`src/rtl/writeback_regfile.sv`:
```
// Writeback stage and architectural register file. Two writeback channels (execute and memory)
// feed one register array. Reads bypass same-cycle writes, and a load scoreboard drives the stall output.
module writeback_regfile #(
    parameter int          XLEN          = 32,
    parameter int          NREGS         = 32,
    parameter int          NRD           = 2,
    parameter logic [31:0] SP_RESET      = 32'hC000_0000,
    parameter logic [1:0]  WB_SRC_ALU    = 2'd0,
    parameter logic [1:0]  WB_SRC_PCNEXT = 2'd1,
    localparam int         AW            = $clog2(NREGS)
) (
    input  logic                clk,
    input  logic                reset,
    input  logic                we0,
    input  logic [AW-1:0]       rd0,
    input  logic [1:0]          sig_src0,
    input  logic [XLEN-1:0]     res_alu,
    input  logic [XLEN-1:0]     res_pc,
    input  logic                we1,
    input  logic [AW-1:0]       rd1,
    input  logic [XLEN-1:0]     res_mem,
    input  logic                issue_ld,
    input  logic [AW-1:0]       issue_rd,
    input  logic [NRD*AW-1:0]   rs,
    output logic [NRD*XLEN-1:0] rs_data,
    output logic [NREGS-1:0]    busy,
    output logic                stall,
    input  logic                en_trace
);

    localparam logic [XLEN-1:0] SP_INIT = XLEN'(SP_RESET);

    logic [XLEN-1:0]  regs [NREGS];
    logic [XLEN-1:0]  res0;
    logic             src_ok;
    logic             wr0;
    logic             wr1;
    logic [NREGS-1:0] busy_next;
    logic [NRD-1:0]   port_stall;

    // The write log is produced by the simulation environment, so the enable has no hardware sink.
    logic unused_trace;
    assign unused_trace = en_trace;

    always_comb begin
        res0   = res_alu;
        src_ok = 1'b0;
        if (sig_src0 == WB_SRC_ALU) begin
            res0   = res_alu;
            src_ok = 1'b1;
        end else if (sig_src0 == WB_SRC_PCNEXT) begin
            res0   = res_pc + XLEN'(4);
            src_ok = 1'b1;
        end
    end

    // On a destination collision the execute channel wins and the memory data is dropped.
    assign wr0 = we0 && src_ok && (rd0 != '0);
    assign wr1 = we1 && (rd1 != '0) && !(wr0 && (rd1 == rd0));

    always_comb begin
        busy_next = busy;
        if (we1 && (rd1 != '0))
            busy_next[rd1] = 1'b0;
        if (issue_ld && (issue_rd != '0))
            busy_next[issue_rd] = 1'b1;
        busy_next[0] = 1'b0;
    end

    always_ff @(posedge clk) begin
        if (reset) begin
            for (int i = 0; i < NREGS; i++)
                regs[i] <= (i == 2) ? SP_INIT : '0;
            busy <= '0;
        end else begin
            if (wr0)
                regs[rd0] <= res0;
            if (wr1)
                regs[rd1] <= res_mem;
            busy <= busy_next;
        end
    end

    for (genvar k = 0; k < NRD; k++) begin : g_rd
        logic [AW-1:0]   addr;
        logic [XLEN-1:0] data;

        assign addr = rs[k*AW +: AW];

        always_comb begin
            if (addr == '0)
                data = '0;
            else if (wr0 && (rd0 == addr))
                data = res0;
            else if (we1 && (rd1 == addr))
                data = res_mem;
            else
                data = regs[addr];
        end

        assign rs_data[k*XLEN +: XLEN] = data;
        assign port_stall[k] = (addr != '0) && busy[addr] && !(we1 && (rd1 == addr));
    end

    assign stall = |port_stall;

endmodule
```
`config.mk`:
```
export PLATFORM = sky130hd
export DESIGN_NAME = writeback_regfile
export DESIGN_NICKNAME = d
export VERILOG_FILES = /design/src/rtl/writeback_regfile.sv
export SDC_FILE = /design/constraint.sdc
export NUM_CORES = 2
export LEC_CHECK = 0
export BUFFER_PORTS_ARGS = -buffer_cell sky130_fd_sc_hd__buf_4
export CORE_MARGIN = 10
export CORE_UTILIZATION = 45
export CTS_CLUSTER_SIZE = 8
export DETAILED_ROUTE_END_ITERATION = 12
export GPL_TIMING_DRIVEN = 1
export PLACE_DENSITY = 0.6
export SYNTH_ARGS = -nofsm -noshare
export SYNTH_HDL_FRONTEND = slang
export SYNTH_SLANG_ARGS = --single-unit
```
`constraint.sdc`:
```
create_clock -name clk -period 5.27 [get_ports clk]
set_input_delay 1.581 -clock clk [delete_from_list [all_inputs] [get_ports clk]]
set_output_delay 1.581 -clock clk [all_outputs]
set_load 0.05 [all_outputs]
```
# After elaboration in Yosys (flattened, before gate mapping)
# Memory sizes are Yosys's and may differ from the RTL's.
# Cells that the tools add are included.
# word_totals
input_bits	129
wordCells	83
memories	1
mem_bits_rw	1024
regBits	32
# memory_table
memory	depth	width	rd	rd_ports_with_merged_regs	write_ports	line_no	text
regs	32	32	2	0	32	33	logic [XLEN-1:0] regs [NREGS];
# op_classes
add_sub_neg	1
reduce_logical	30
n_lt_le_gt_ge	6
mux	34
bitwise_logic	3
eq_ne	6
# op_table
op	count
2-to-1 mux 32 bit	12
OR reduction 32 bit	2
adder 32 x 3 -> 32 bit (second input constant)	1
AND 32 bit	1
inverter 32 bit	1
OR 32 bit	1
equality test 5 bit	5
nonzero test 5 bit	5
less-than comparator 5 x 6 -> 1 bit (second input constant)	4
logical AND 1 bit	16
2-to-1 mux 1 bit	16
binary-select mux 1 bit (select 5 bit)	2
demux 1 bit (select 5 bit)	2
greater-or-equal comparator 5 x 1 -> 1 bit (second input constant)	2
logical NOT 5 bit	2
2-to-1 mux 5 bit	2
logical NOT 1 bit	3
equality test 2 x 1 -> 1 bit (second input constant)	1
logical NOT 2 bit	1
OR reduction 2 bit	1

# Depth between registers and ports, before layout
# depth
depth_word	13
mapped_depth	11
mapped_depth_nobuf	7

# Worst setup path after synthesis
# No wires, ideal clock.
# synth_timing
kind	input to output
start	input port rs[5]
end	output port rs_data[36]
arrival_time_ns	5.406
stages	10
path_slack_ns	-1.717
required_time_ns	3.689
path_cell_list	buf_4 -> buf_6 -> buf_6 -> buf_6 -> buf_4 -> buf_2 -> a211oi_1 -> a211oi_1 -> nor3_1 -> a2111oi_0
# synth_between
elab_chain_len	5
word_cells_on_any_way	9
# synth_lines
element	line_no	text
start: declaration	24	input logic [NRD*AW-1:0] rs,
branches (longest 4 deep; another with memory (32 x 32 bit))	n/a	
2-to-1 mux 32 bit *	91	if (addr == '0)
end: declaration	25	output logic [NRD*XLEN-1:0] rs_data,
# Mark *: on every way between the ends.

# Final worst setup path
# layout_timing
start	input port rs[0]
end	output port rs_data[14]
# The elaborated chain is that of the path after synthesis.

==> flow_metrics.tcl <==
set metrics [dict create \
    route.detailed.drc 0 \
    synth_seq_cells 1055 \
    status "finished, violations left" \
    yosys_warnings 0 \
    slowest_delay_ns 0.52 \
    p_switching_mw 6.750 \
    min-delay-start "busy[24]$_SDFF_PP0_" \
    final_cell_mix "edfxtp_1 (1024), buf_4 (749), a22o_1 (715)" \
    vias_per_cell 7.729 \
    antenna_found_initial 8 \
    cp_num_buf_inv 5 \
    comb_power_share_pct 19.9 \
    path_cells "buf_16 -> buf_16 -> buf_12 -> mux4_2 -> mux4_2 -> nor2_4 -> buf_6 -> a2111oi_4 -> a21o_4 -> buf_8" \
    slowest_stage "mux4_2" \
    numCtsBuffers 150 \
    layout-drive-gt1-share_pct 40.89 \
    violations "negative setup slack" \
    synth_top_cell_area_share_pct 48.81 \
    grt_overflow 0 \
    synth-edff-count 1024 \
    ys_top_cells_by_area "edfxtp_1 (49%), mux4_2 (17%), a22o_1 (10%)" \
    power.static_leakage_nw 27.64 \
    reg2reg_depth 2 \
    setup_violations 40 \
    ctsRootBufferMaster "clkbuf_16" \
    dpl-instance-area_um2 71470 \
    finalCritPeriodShare_pct 103.1 \
    placementRows 137 \
    tns_ns -3.417 \
    maxCapViolCount 0 \
    slew_headroom_pct 19.09 \
    syn_area_um2 63000 \
    area_growth_pct 25.34 \
    syn_inst 4569 \
    layout_commonest_cell "edfxtp_1" \
    drv_slew 0 \
    core_area_um2 139400 \
    clkPwrFrac_pct 37.7 \
    holdWs_ns 0.5182 \
    grt_usage_pct 38.78 \
    postRouteAntennaNets 0 \
    critPathRequiredTime_ns 3.69 \
    cp-end-kind "primary output" \
    powerDensity_nw_per_um2 297.0 \
    rrSetupSlack_ns 4.45 \
    internal_power_mw 16.70 \
    synth.yosys.seq_area_share_pct 49.79 \
    cts_tree "yes" \
    fin_crit_ns 5.434 \
    hpwl_um 193800 \
    synth_top_area_cell "edfxtp_1" \
    die_h_um 394.2 \
    synthDistinctLibCells 82 \
    gr-usage-met1_pct 45.49 \
    rsz0062_at_grt "yes" \
    swShare_pct 28.78 \
    arrival_ns 3.85 \
    min_path_cells 2 \
    die_w_um 394.2 \
    synth-async-reset-ratio_pct 0 \
    first_pass_iters 6 \
    hold_viol 0 \
    grt_util_met2_pct 55.34 \
    reg2reg_to "busy[19]$_SDFF_PP0_" \
    grt.busiest_layer "met2" \
    fin_ws_ns -0.1639 \
    dieArea_um2 155400 \
    portBuffers 223 \
    fin_total_pwr_mw 23.45 \
    max_clock_freq_ghz 0.1840 \
    drtIter0Drc 9946 \
    drt-total-wl_um 315200 \
    syn_avg_cell_area_um2 13.79 \
    worst_pin_slew_ns 1.214 \
    clk_pin_slew_ns 0.06 \
    cts_num_sinks 1055 \
    gp_congestion 1.018 \
    first_global_vias 52168 \
    grt_max_degree 46 \
    grt_pass1_wl_um 421200 \
    dr_total_vias 54384 \
    clock_skew_ns 0 \
    path_class "in -> out" \
    crit_family "multiplexers" \
    post_drt_wl_per_cell_um 44.80 \
    r2r_start "busy[19]$_SDFF_PP0_" \
    synth-main-ff-cell "edfxtp_1" \
    num_io_pins 226 \
    clkLatencyLatePin_ns 0.80 \
    worstHoldEndpoint "busy[24]$_SDFF_PP0_" \
    h-tree-depth 4 \
    pwr-share-seq_pct 42.4 \
    start_util_pct 45.21 \
    hp-class "reg -> reg" \
    grt.met3_usage_pct 17.69 \
    ir_drop_v 0.0003623 \
    startpoint_type "input port" \
    nNetsFinal 5262 \
    crit_fanout 8 \
    clockBufferDepth 3 \
    final_area_um2 78970 \
]
Yosys cell counts, types with 72 or more instances:
master	n
clkbuf_1	325
o2bb2ai_1	230
buf_2	186
edfxtp_1	1024
a22o_1	716
a22oi_1	77
nor2_1	110
mux4_2	481
nand2_1	235
mux2i_1	175
a21oi_1	72
o21ai_0	161
tightest hold or removal path, cell delays in order, from the launching register on:
cell and delay, ns:
dfxtp_1 0.33, o21ai_0 0.08, a21oi_1 0.06
state kept, by name, summed over array words and instances (netlist names):
signal / flops
busy: 31
regs: 1024
what timing repair did:
| item | 4_1_cts | 5_1_grt |
|---|---|---|
| cloned | 13 | 7 |
| gates resized for setup | 274 | 207 |
| setup endpoints to repair | 65 | 64 |
| hold buffers | 0 | 0 |
| endpoints found under the hold margin | 0 | 0 |
| pin swaps | 48 | 108 |
| buffers inserted | 40 | 54 |
layer usage:
metal	vias to the layer above	wire [um]
li1	20097	-
met1	27063	101800
met2	5648	131700
met3	1562	51820
met4	14	29560
met5	-	334
power by group through the flow:
| stage | sequential [mW] | combinational, mW | clock (mW) |
|---|---|---|---|
| after global placement | 10.0 | 4.03 | 0 |
| final | 9.94 | 4.68 | 8.84 |
| after detailed placement | 10.1 | 4.05 | 0 |
| after CTS | 9.92 | 4.34 | 8.78 |
| after floorplan | 9.99 | 2.30 | 0 |
| after global routing | 9.97 | 4.71 | 9.11 |
area by class of cell:
type	count	area, um2
timing repair buffer	1009	10150
sequential	1055	31370
clock buffer	162	3872
fill	11003	60390
antenna	7	17.52
tap	1876	2347
inverter	8	30.03
clock inverter	11	118.9
multi-input combinational	2908	31070
logic make-up (layout without fill, tap and decap cells):
family                   count (synthesis)  count (layout)  synth area share, %
AO/OA/AOI/OAI                         1480            1480                18.63
multiplexers                           709             709                20.92
adder cells (fa/ha/maj)                  1               1              0.01986
XOR/XNOR                                45              45               0.6256
flip-flops                            1055            1055                49.79
buffers and inverters                  638            1190                4.794
AND/OR/NAND/NOR                        640             640                5.209
other                                    1              40             0.005952
worst max path at each step:
stage	start	end	slack [ns]	cells past startpoint
after floorplan	rd0[2]	rs_data[36]	-0.41	8
after global placement	rs[0]	rs_data[13]	-0.39	11
after global routing	rs[0]	rs_data[21]	-0.19	10
final	rs[0]	rs_data[14]	-0.16	10
after detailed placement	rs[0]	rs_data[0]	-0.35	10
after CTS	rs[0]	rs_data[14]	-0.14	10
stage by stage:
step	util, %	cells	setup WS [ns]
6_report	56.67	7036	-0.1639
2_1_floorplan	-	4601	-0.4086
3_5_place_dp	51.29	6754	-0.3532
4_1_cts	55.58	6978	-0.1369
5_1_grt	56.65	7030	-0.1902
3_3_place_gp	51.29	6754	-0.3914
Power figures use the tool's default switching activity.
